[src/rtl/idu_decode_stage.sv]
// RV32I decode stage: one-entry holding register between fetch and execute,
// with combinational decode of the held instruction word.
module idu_decode_stage #(
    parameter int              XLEN     = 32,
    parameter logic [XLEN-1:0] RESET_PC = 32'h3000_0000
) (
    input  logic            clock,
    input  logic            reset,
    input  logic            in_valid,
    output logic            in_ready,
    input  logic [XLEN-1:0] in_pc,
    input  logic [31:0]     in_inst,
    input  logic            flush,
    output logic            out_valid,
    input  logic            out_ready,
    output logic [XLEN-1:0] out_pc,
    output logic [XLEN-1:0] out_imm,
    output logic [4:0]      out_rs1,
    output logic [4:0]      out_rs2,
    output logic [4:0]      out_rd,
    output logic            out_rd_wen,
    output logic [2:0]      out_func3,
    output logic [2:0]      out_fu,
    output logic [3:0]      out_alu_op,
    output logic            out_src_a_pc,
    output logic            out_src_b_imm,
    output logic            out_illegal
);

    typedef enum logic [2:0] {
        FU_ALU    = 3'd0,
        FU_BRANCH = 3'd1,
        FU_JUMP   = 3'd2,
        FU_LOAD   = 3'd3,
        FU_STORE  = 3'd4,
        FU_CSR    = 3'd5,
        FU_SYSTEM = 3'd6,
        FU_NOP    = 3'd7
    } fu_e;

    typedef enum logic [3:0] {
        ALU_ADD   = 4'd0,
        ALU_SUB   = 4'd1,
        ALU_SLL   = 4'd2,
        ALU_SLT   = 4'd3,
        ALU_SLTU  = 4'd4,
        ALU_XOR   = 4'd5,
        ALU_SRL   = 4'd6,
        ALU_SRA   = 4'd7,
        ALU_OR    = 4'd8,
        ALU_AND   = 4'd9,
        ALU_PASSB = 4'd10
    } alu_e;

    localparam logic [6:0] OPC_LUI    = 7'b0110111;
    localparam logic [6:0] OPC_AUIPC  = 7'b0010111;
    localparam logic [6:0] OPC_JAL    = 7'b1101111;
    localparam logic [6:0] OPC_JALR   = 7'b1100111;
    localparam logic [6:0] OPC_BRANCH = 7'b1100011;
    localparam logic [6:0] OPC_LOAD   = 7'b0000011;
    localparam logic [6:0] OPC_STORE  = 7'b0100011;
    localparam logic [6:0] OPC_OPIMM  = 7'b0010011;
    localparam logic [6:0] OPC_OP     = 7'b0110011;
    localparam logic [6:0] OPC_MISC   = 7'b0001111;
    localparam logic [6:0] OPC_SYSTEM = 7'b1110011;

    // FENCE encoding decodes to all-zero fields with fu=NOP, matching the reset view.
    localparam logic [31:0] RESET_INST = 32'h0000_000F;

    logic            r_valid;
    logic [XLEN-1:0] r_pc;
    logic [31:0]     r_inst;

    logic            w_accept;
    logic            w_drain;

    assign in_ready = !r_valid || out_ready;
    assign w_accept = in_valid && in_ready;
    assign w_drain  = r_valid && out_ready;

    always_ff @(posedge clock) begin
        if (reset) begin
            r_valid <= 1'b0;
            r_pc    <= RESET_PC;
            r_inst  <= RESET_INST;
        end else if (flush) begin
            r_valid <= 1'b0;
        end else if (w_accept) begin
            r_valid <= 1'b1;
            r_pc    <= in_pc;
            r_inst  <= in_inst;
        end else if (w_drain) begin
            r_valid <= 1'b0;
        end
    end

    logic [6:0]  w_opcode;
    logic [2:0]  w_f3;
    logic [6:0]  w_f7;
    logic [31:0] w_imm_i;
    logic [31:0] w_imm_s;
    logic [31:0] w_imm_b;
    logic [31:0] w_imm_u;
    logic [31:0] w_imm_j;
    logic [31:0] w_imm_csr;

    assign w_opcode  = r_inst[6:0];
    assign w_f3      = r_inst[14:12];
    assign w_f7      = r_inst[31:25];
    assign w_imm_i   = {{20{r_inst[31]}}, r_inst[31:20]};
    assign w_imm_s   = {{20{r_inst[31]}}, r_inst[31:25], r_inst[11:7]};
    assign w_imm_b   = {{19{r_inst[31]}}, r_inst[31], r_inst[7], r_inst[30:25], r_inst[11:8], 1'b0};
    assign w_imm_u   = {r_inst[31:12], 12'b0};
    assign w_imm_j   = {{11{r_inst[31]}}, r_inst[31], r_inst[19:12], r_inst[20], r_inst[30:21], 1'b0};
    assign w_imm_csr = {20'b0, r_inst[31:20]};

    fu_e         w_fu;
    alu_e        w_alu;
    alu_e        w_alu_f3;
    logic        w_a_pc;
    logic        w_b_imm;
    logic [31:0] w_imm;
    logic        w_wen;
    logic        w_illegal;

    // Shared func3 -> ALU op map; SUB/SRA selection is applied per opcode below.
    always_comb begin
        w_alu_f3 = ALU_ADD;
        case (w_f3)
            3'b000: w_alu_f3 = ALU_ADD;
            3'b001: w_alu_f3 = ALU_SLL;
            3'b010: w_alu_f3 = ALU_SLT;
            3'b011: w_alu_f3 = ALU_SLTU;
            3'b100: w_alu_f3 = ALU_XOR;
            3'b101: w_alu_f3 = (w_f7 == 7'h20) ? ALU_SRA : ALU_SRL;
            3'b110: w_alu_f3 = ALU_OR;
            3'b111: w_alu_f3 = ALU_AND;
            default: w_alu_f3 = ALU_ADD;
        endcase
    end

    always_comb begin
        w_fu      = FU_ALU;
        w_alu     = ALU_ADD;
        w_a_pc    = 1'b0;
        w_b_imm   = 1'b0;
        w_imm     = 32'b0;
        w_wen     = 1'b0;
        w_illegal = 1'b0;
        case (w_opcode)
            OPC_LUI: begin
                w_alu   = ALU_PASSB;
                w_b_imm = 1'b1;
                w_imm   = w_imm_u;
                w_wen   = 1'b1;
            end
            OPC_AUIPC: begin
                w_a_pc  = 1'b1;
                w_b_imm = 1'b1;
                w_imm   = w_imm_u;
                w_wen   = 1'b1;
            end
            OPC_JAL: begin
                w_fu   = FU_JUMP;
                w_a_pc = 1'b1;
                w_imm  = w_imm_j;
                w_wen  = 1'b1;
            end
            OPC_JALR: begin
                w_fu   = FU_JUMP;
                w_a_pc = 1'b1;
                w_imm  = w_imm_i;
                w_wen  = 1'b1;
            end
            OPC_BRANCH: begin
                w_fu      = FU_BRANCH;
                w_imm     = w_imm_b;
                w_illegal = (w_f3 == 3'd2) || (w_f3 == 3'd3);
            end
            OPC_LOAD: begin
                w_fu      = FU_LOAD;
                w_imm     = w_imm_i;
                w_wen     = 1'b1;
                w_illegal = (w_f3 == 3'd3) || (w_f3 == 3'd6) || (w_f3 == 3'd7);
            end
            OPC_STORE: begin
                w_fu      = FU_STORE;
                w_imm     = w_imm_s;
                w_illegal = (w_f3 > 3'd2);
            end
            OPC_OPIMM: begin
                w_alu     = w_alu_f3;
                w_b_imm   = 1'b1;
                w_imm     = w_imm_i;
                w_wen     = 1'b1;
                w_illegal = ((w_f3 == 3'b001) && (w_f7 != 7'h00)) ||
                            ((w_f3 == 3'b101) && (w_f7 != 7'h00) && (w_f7 != 7'h20));
            end
            OPC_OP: begin
                w_alu     = ((w_f3 == 3'b000) && (w_f7 == 7'h20)) ? ALU_SUB : w_alu_f3;
                w_wen     = 1'b1;
                w_illegal = !((w_f7 == 7'h00) ||
                              ((w_f7 == 7'h20) && ((w_f3 == 3'b000) || (w_f3 == 3'b101))));
            end
            OPC_MISC: begin
                w_fu = FU_NOP;
            end
            OPC_SYSTEM: begin
                if (w_f3 == 3'b000) begin
                    w_fu      = FU_SYSTEM;
                    w_illegal = !((r_inst == 32'h0000_0073) ||
                                  (r_inst == 32'h0010_0073) ||
                                  (r_inst == 32'h3020_0073));
                end else if (w_f3 == 3'b100) begin
                    w_illegal = 1'b1;
                end else begin
                    w_fu  = FU_CSR;
                    w_imm = w_imm_csr;
                    w_wen = 1'b1;
                end
            end
            default: w_illegal = 1'b1;
        endcase
        if (w_illegal) begin
            w_fu  = FU_SYSTEM;
            w_wen = 1'b0;
        end
    end

    assign out_valid     = r_valid;
    assign out_pc        = r_pc;
    assign out_imm       = XLEN'($signed(w_imm));
    assign out_rs1       = r_inst[19:15];
    assign out_rs2       = r_inst[24:20];
    assign out_rd        = r_inst[11:7];
    assign out_rd_wen    = w_wen && (r_inst[11:7] != 5'd0);
    assign out_func3     = w_f3;
    assign out_fu        = w_fu;
    assign out_alu_op    = w_alu;
    assign out_src_a_pc  = w_a_pc;
    assign out_src_b_imm = w_b_imm;
    assign out_illegal   = w_illegal;

endmodule

[config.mk]
export PLATFORM = sky130hd
export DESIGN_NAME = idu_decode_stage
export DESIGN_NICKNAME = d
export VERILOG_FILES = /design/src/rtl/idu_decode_stage.sv
export SDC_FILE = /design/constraint.sdc
export NUM_CORES = 1
export LEC_CHECK = 0
export BUFFER_PORTS_ARGS = -buffer_cell sky130_fd_sc_hd__buf_2
export CAP_MARGIN = 15
export CORE_MARGIN = 3
export CORE_UTILIZATION = 46
export DETAILED_ROUTE_END_ITERATION = 10
export MAX_ROUTING_LAYER = met4
export PLACE_DENSITY_LB_ADDON = 0.05
export SLEW_MARGIN = 15
export SYNTH_ARGS = -nofsm -noshare
export SYNTH_HDL_FRONTEND = slang
export SYNTH_SLANG_ARGS = --single-unit
[constraint.sdc]
create_clock -name clock -period 1.75 [get_ports clock]
set_input_delay 0.2625 -clock clock [delete_from_list [all_inputs] [get_ports clock]]
set_output_delay 0.2625 -clock clock [all_outputs]
set_load 0.01 [all_outputs]
Yosys cells after proc, flatten, opt, wreduce, memory -nomap -nowiden
Index checks and enable logic that the tools add are counted.
W data, S select, Z words.
{"block": "word_totals", "elab_cells": 84, "input_bits": 69, "out_inout_bits": 95, "ff_bits": 65}
{"block": "op_classes", "eq_ne": 23, "n_mux": 22, "bitwise": 1, "n_reduce_logical": 34, "n_lt_le_gt_ge": 1}
{"operator": "$pmux W32 S6", "count": 1}
{"operator": "$eq A32 B21 Y1 const B", "count": 1}
{"operator": "$eq A32 B30 Y1 const B", "count": 1}
{"operator": "$eq A32 B7 Y1 const B", "count": 1}
{"operator": "$pmux W4 S8", "count": 1}
{"operator": "$eq A7 B6 Y1 const B", "count": 4}
{"operator": "$eq A7 B7 Y1 const B", "count": 4}
{"operator": "$mux W12", "count": 2}
{"operator": "$pmux W3 S6", "count": 1}
{"operator": "$eq A7 B5 Y1 const B", "count": 2}
{"operator": "$eq A3 B3 Y1 const B", "count": 4}
{"operator": "$pmux W4 S3", "count": 1}
{"operator": "$mux W1", "count": 10}
{"operator": "$logic_or A1 B1 Y1", "count": 9}
{"operator": "$mux W3", "count": 3}
{"operator": "$reduce_or A3 Y1", "count": 3}
{"operator": "$logic_and A1 B1 Y1", "count": 8}
{"operator": "$eq A7 B2 Y1 const B", "count": 1}
{"operator": "$eq A7 B4 Y1 const B", "count": 1}
{"operator": "$logic_not A7 Y1", "count": 1}
{"operator": "$ne A7 B6 Y1 const B", "count": 1}
{"operator": "$pmux W1 S7", "count": 1}
{"operator": "$reduce_bool A7 Y1", "count": 1}
{"operator": "$reduce_or A7 Y1", "count": 1}
{"operator": "other kinds (13)", "count": 18}

Depth between registers and ports, before layout
{"block": "depth", "ltp_word": 8, "ltp_mapped": 7, "mapped_depth_nobuf": 5}

Worst setup path after synthesis
Ideal clock, no wire load.
{"block": "synth_path", "path_type": "register -> output", "startpoint": "register r_inst[31]", "endpoint": "output port out_alu_op[0]", "t_required_ns": 1.487, "slack_ns": -0.010, "path_stages_with_launch": 5, "t_arrival_ns": 1.498, "n_path_buf": 0, "cell_sequence": "dfxtp_1 -> nor4_2 -> and3_1 -> o21ai_0 -> a2111oi_1"}
{"block": "synth_via", "elab_chain_cells": 5, "elab_cells_between_ends": 6, "classes_between": "eq/ne: 1; mux: 4; reduce/logical: 1"}
{"element": "start: declaration", "line": "72", "rtl": "logic [31:0] r_inst;"}
{"element": "start signal: assignment", "line": "91", "rtl": "r_inst <= in_inst;"}
{"element": "$eq A7 B6 Y1 *", "line": "135, 200"}
{"element": "$mux W1", "line": "135", "rtl": "3'b101: w_alu_f3 = (w_f7 == 7'h20) ? ALU_SRA : ALU_SRL;"}
{"element": "$pmux W4 S8", "line": "129", "rtl": "case (w_f3)"}
{"element": "$mux W4", "line": "200", "rtl": "w_alu = ((w_f3 == 3'b000) && (w_f7 == 7'h20)) ? ALU_SUB : w_alu_f3;"}
{"element": "$pmux W4 S3 *", "line": "150", "rtl": "case (w_opcode)"}
{"element": "end: declaration", "line": "24", "rtl": "output logic [3:0] out_alu_op,"}
Every way passes the cells marked *; elsewhere a longest branch is shown, timed or not.

Final worst setup path
{"block": "layout_path", "startpoint": "register r_inst[5]", "endpoint": "output port out_fu[2]"}
{"block": "layout_via", "elab_chain_cells": 7, "elab_cells_between_ends": 23, "classes_between": "eq/ne: 14; mux: 4; reduce/logical: 5"}
{"element": "$eq A32 B7 Y1 / $eq A32 B21 Y1 (equally long branches)", "line": "211, 212"}
{"element": "$logic_or A1 B1 Y1", "line": "211", "rtl": "w_illegal = !((r_inst == 32'h0000_0073) ||"}
{"element": "$logic_or A1 B1 Y1", "line": "212", "rtl": "(r_inst == 32'h0010_0073) ||"}
{"element": "$logic_not A1 Y1", "line": "211"}
{"element": "$mux W1", "line": "209", "rtl": "if (w_f3 == 3'b000) begin"}
{"element": "$pmux W1 S7", "line": "150"}
{"element": "$mux W3 *", "line": "224", "rtl": "if (w_illegal) begin"}
{"element": "end: declaration", "line": "23", "rtl": "output logic [2:0] out_fu,"}
Marked as above.

==> results.py <==
metrics = {
    "worst_hold_path": {
        "hold_end": "out_valid",
        "whs_path_depth": 2,
        "min_from": "flush",
        "hp-class": "input pin to flip-flop",
    },
    "setup_path": {
        "endpoint_kind": "output port",
        "critPathMaxFanout": 3,
        "worstPathRequired_ns": 1.49,
        "crit_type": "flip-flop to output port",
        "crit_path_start_kind": "flip-flop",
        "cp_data_arrival_time_ns": 1.90,
        "r2r-start": "out_valid",
        "r2r-end": "out_pc[20]",
        "rrSetupSlack_ns": 0.34,
        "rr_worst_depth": 6,
    },
    "floorplan": {
        "die_x_um": 90.77,
        "core_um2": 6869,
        "die_area_um2": 8239,
        "pin_count": 164,
        "num_rows": 30,
        "fp.dieH_um": 90.77,
        "start_util": 0.4812,
    },
    "final_layout": {
        "fillCellCount": 567,
        "layout_common_cells": "buf_2 (155), nand2_1 (143), a21oi_1 (65)",
        "layout_commonest_cell": "buf_2",
        "syn_to_final_growth_pct": 56.93,
        "utilization": 0.7552,
        "drive_gt1_frac": 0.4894,
        "diodes": 0,
        "nets": 722,
    },
    "timing": {
        "fmax_mhz": 462.2,
        "tightest_slew_ns": 0.3311,
        "relSlewSlack": 0.7789,
        "period_needed_ns": 2.164,
        "slew_viol_final": 0,
        "rsz0062_at_grt": "true",
        "post-route-period-util": 1.236,
        "finalWorstSetupSlack_ns": -0.4136,
        "final-setup-viol-count": 42,
        "final-hold-violation-count": 0,
        "skew_ns": 0.01037,
    },
    "grt": {
        "gr-total-overflow": 0,
        "grt_pass1_wl_mm": 18.04,
        "grtUsageTotal": 0.2712,
        "grt_pass1_vias": 3760,
        "antenna_found_initial": 0,
        "grt_max_degree": 66,
    },
    "outcome": {
        "outcome": "finished, violations left",
        "violations": "setup timing",
    },
    "yosys": {
        "async_flop_share": 0,
        "syn-cell-area_um2": 3306,
        "synth_edf_count": 0,
        "syn_nets": 524,
        "ys.flop_type": "dfxtp_1",
        "yosys_warnings": 0,
        "syn_inst": 455,
        "yosysSeqAreaShare": 0.3936,
        "ys_ff_latch": 65,
        "syn-mean-instance-area_um2": 7.265,
        "synth_cell_types": 53,
    },
    "flow_run": {
        "maxCapViolCount": 0,
    },
    "place": {
        "dpl.hpwl_mm": 7.448,
        "portBuffers": 163,
        "globalplace.congestion": 0.8776,
    },
    "drt": {
        "antenna_left": 0,
        "via_per_inst": 5.212,
        "drt_wl_total_mm": 11.48,
        "num_vias": 3930,
        "first_pass_iters": 4,
        "wire_per_inst_um": 15.23,
        "drt_first_iter_violations": 249,
        "route.detailed.drc": 0,
    },
    "power_and_ir_drop": {
        "p_leak_nw": 2.621,
        "ir_drop_v": 0.0005374,
        "p_per_area_nw_per_um2": 691.2,
        "power_mw": 3.586,
    },
    "clocking": {
        "cts_tree": "done",
        "cts.path.max_buffers": 2,
        "cts.sinks": 65,
        "clock_latency_ns": 0.33,
        "htree_levels": 3,
        "numCtsBuffers": 9,
        "cts.clk_slew.worst_paths_ns": 0.08,
        "cts-root-buf": "clkbuf_8",
    },
}
## per-layer routing
metal	share of wire	GRT usage
met5	0	-
met4	0.021	0.09422
met3	0.068	0.06000
met2	0.50	0.4317
met1	0.41	0.3406
## cell families (layout without fill, tap and decap cells)
| family | after synthesis | in the layout | synth area share |
|---|---|---|---|
| muxes | 1 | 1 | 0.003028 |
| DFF | 65 | 65 | 0.3936 |
| AOI/OAI and AO/OA | 108 | 109 | 0.1942 |
| buffers and inverters | 53 | 254 | 0.09652 |
| and+or+nand+nor | 228 | 229 | 0.3126 |
## what timing repair did
action                                  CTS  global route
endpoints found under the setup margin   43            43
hold buffers                              0             0
cloned                                    3             0
pin swaps                                26            24
gates resized for setup                  63            57
buffers inserted                          9             7
## flip-flops by register name, summed over array words and instances (netlist names)
signal     flops
r_inst        32
out_valid      1
out_pc        32
## through the flow
| step | area, um2 | setup slack (ns) | std cells | setup TNS [ns] | hold WS [ns] |
|---|---|---|---|---|---|
| 2_1_floorplan | 3311 | 0.06875 | 455 | 0 | 0.3418 |
| 3_3_place_gp | 4408 | -0.2145 | 719 | -2.368 | 0.4381 |
| 3_5_place_dp | 4408 | -0.1671 | 719 | -3.476 | 0.4446 |
| 4_1_cts | 4911 | -0.3747 | 747 | -10.01 | 0.1116 |
| 5_1_grt | 5187 | -0.4687 | 754 | -15.81 | 0.1243 |
| 6_report | 5187 | -0.4136 | 754 | -13.42 | 0.1255 |
## worst max-delay path by stage
stage | from | endpoint | slack [ns] | cells after the start
floorplan | r_inst[13] | out_rd_wen | 0.07 | 6
global placement | r_inst[25] | out_fu[2] | -0.21 | 6
detailed placement | r_inst[14] | out_fu[2] | -0.17 | 6
CTS | r_inst[27] | out_alu_op[0] | -0.37 | 5
global route | r_inst[27] | out_fu[2] | -0.47 | 6
finish | r_inst[5] | out_fu[2] | -0.41 | 6
## critical path, cell delays in order, from the launching register on
cell     delay (ns)
dfxtp_4        0.36
or2_4          0.28
or3b_1         0.35
a21oi_1        0.17
o22a_1         0.19
nand3_1        0.07
buf_2          0.14
## layout make-up
class | count | area (um2) | share of cell area
inverters | 4 | 20.02 | 0.003859
repair buffers | 234 | 1518 | 0.2926
clock buffers | 11 | 141.4 | 0.02726
multi-input cells | 339 | 1997 | 0.3849
flip-flops and latches | 65 | 1336 | 0.2576
clock inverters | 5 | 55.05 | 0.01061
well taps | 96 | 120.1 | 0.02315
## synth_stat cells, types with 2 or more instances
cell	instances	area, um2
dfxtp_1	65	1301
nor2b_1	2	12.51
nand3b_1	9	67.56
a22o_1	4	35.03
nor3_1	2	10.01
buf_6	3	33.78
nor4_1	3	18.77
inv_1	3	11.26
nand2b_1	2	12.51
buf_4	20	150.1
o21ai_0	10	50.05
nand3_1	10	50.05
and2b_2	2	17.52
buf_1	10	37.54
buf_2	6	30.03
o21a_1	2	15.01
clkbuf_1	9	33.78
nor2_1	16	60.06
and2_1	6	37.54
or3_1	2	12.51
and3_1	2	12.51
nand4_1	2	12.51
a21oi_1	67	335.3
a21o_1	12	90.09
nand2_1	158	593.1
## report_power, final
part | internal [mW] | switching, mW
Clock | 0.692 | 0.575
Combinational | 0.337 | 0.370
Sequential | 1.55 | 0.0648
Total | 2.58 | 1.01
Note: power is estimated with default switching activity, not from simulation.
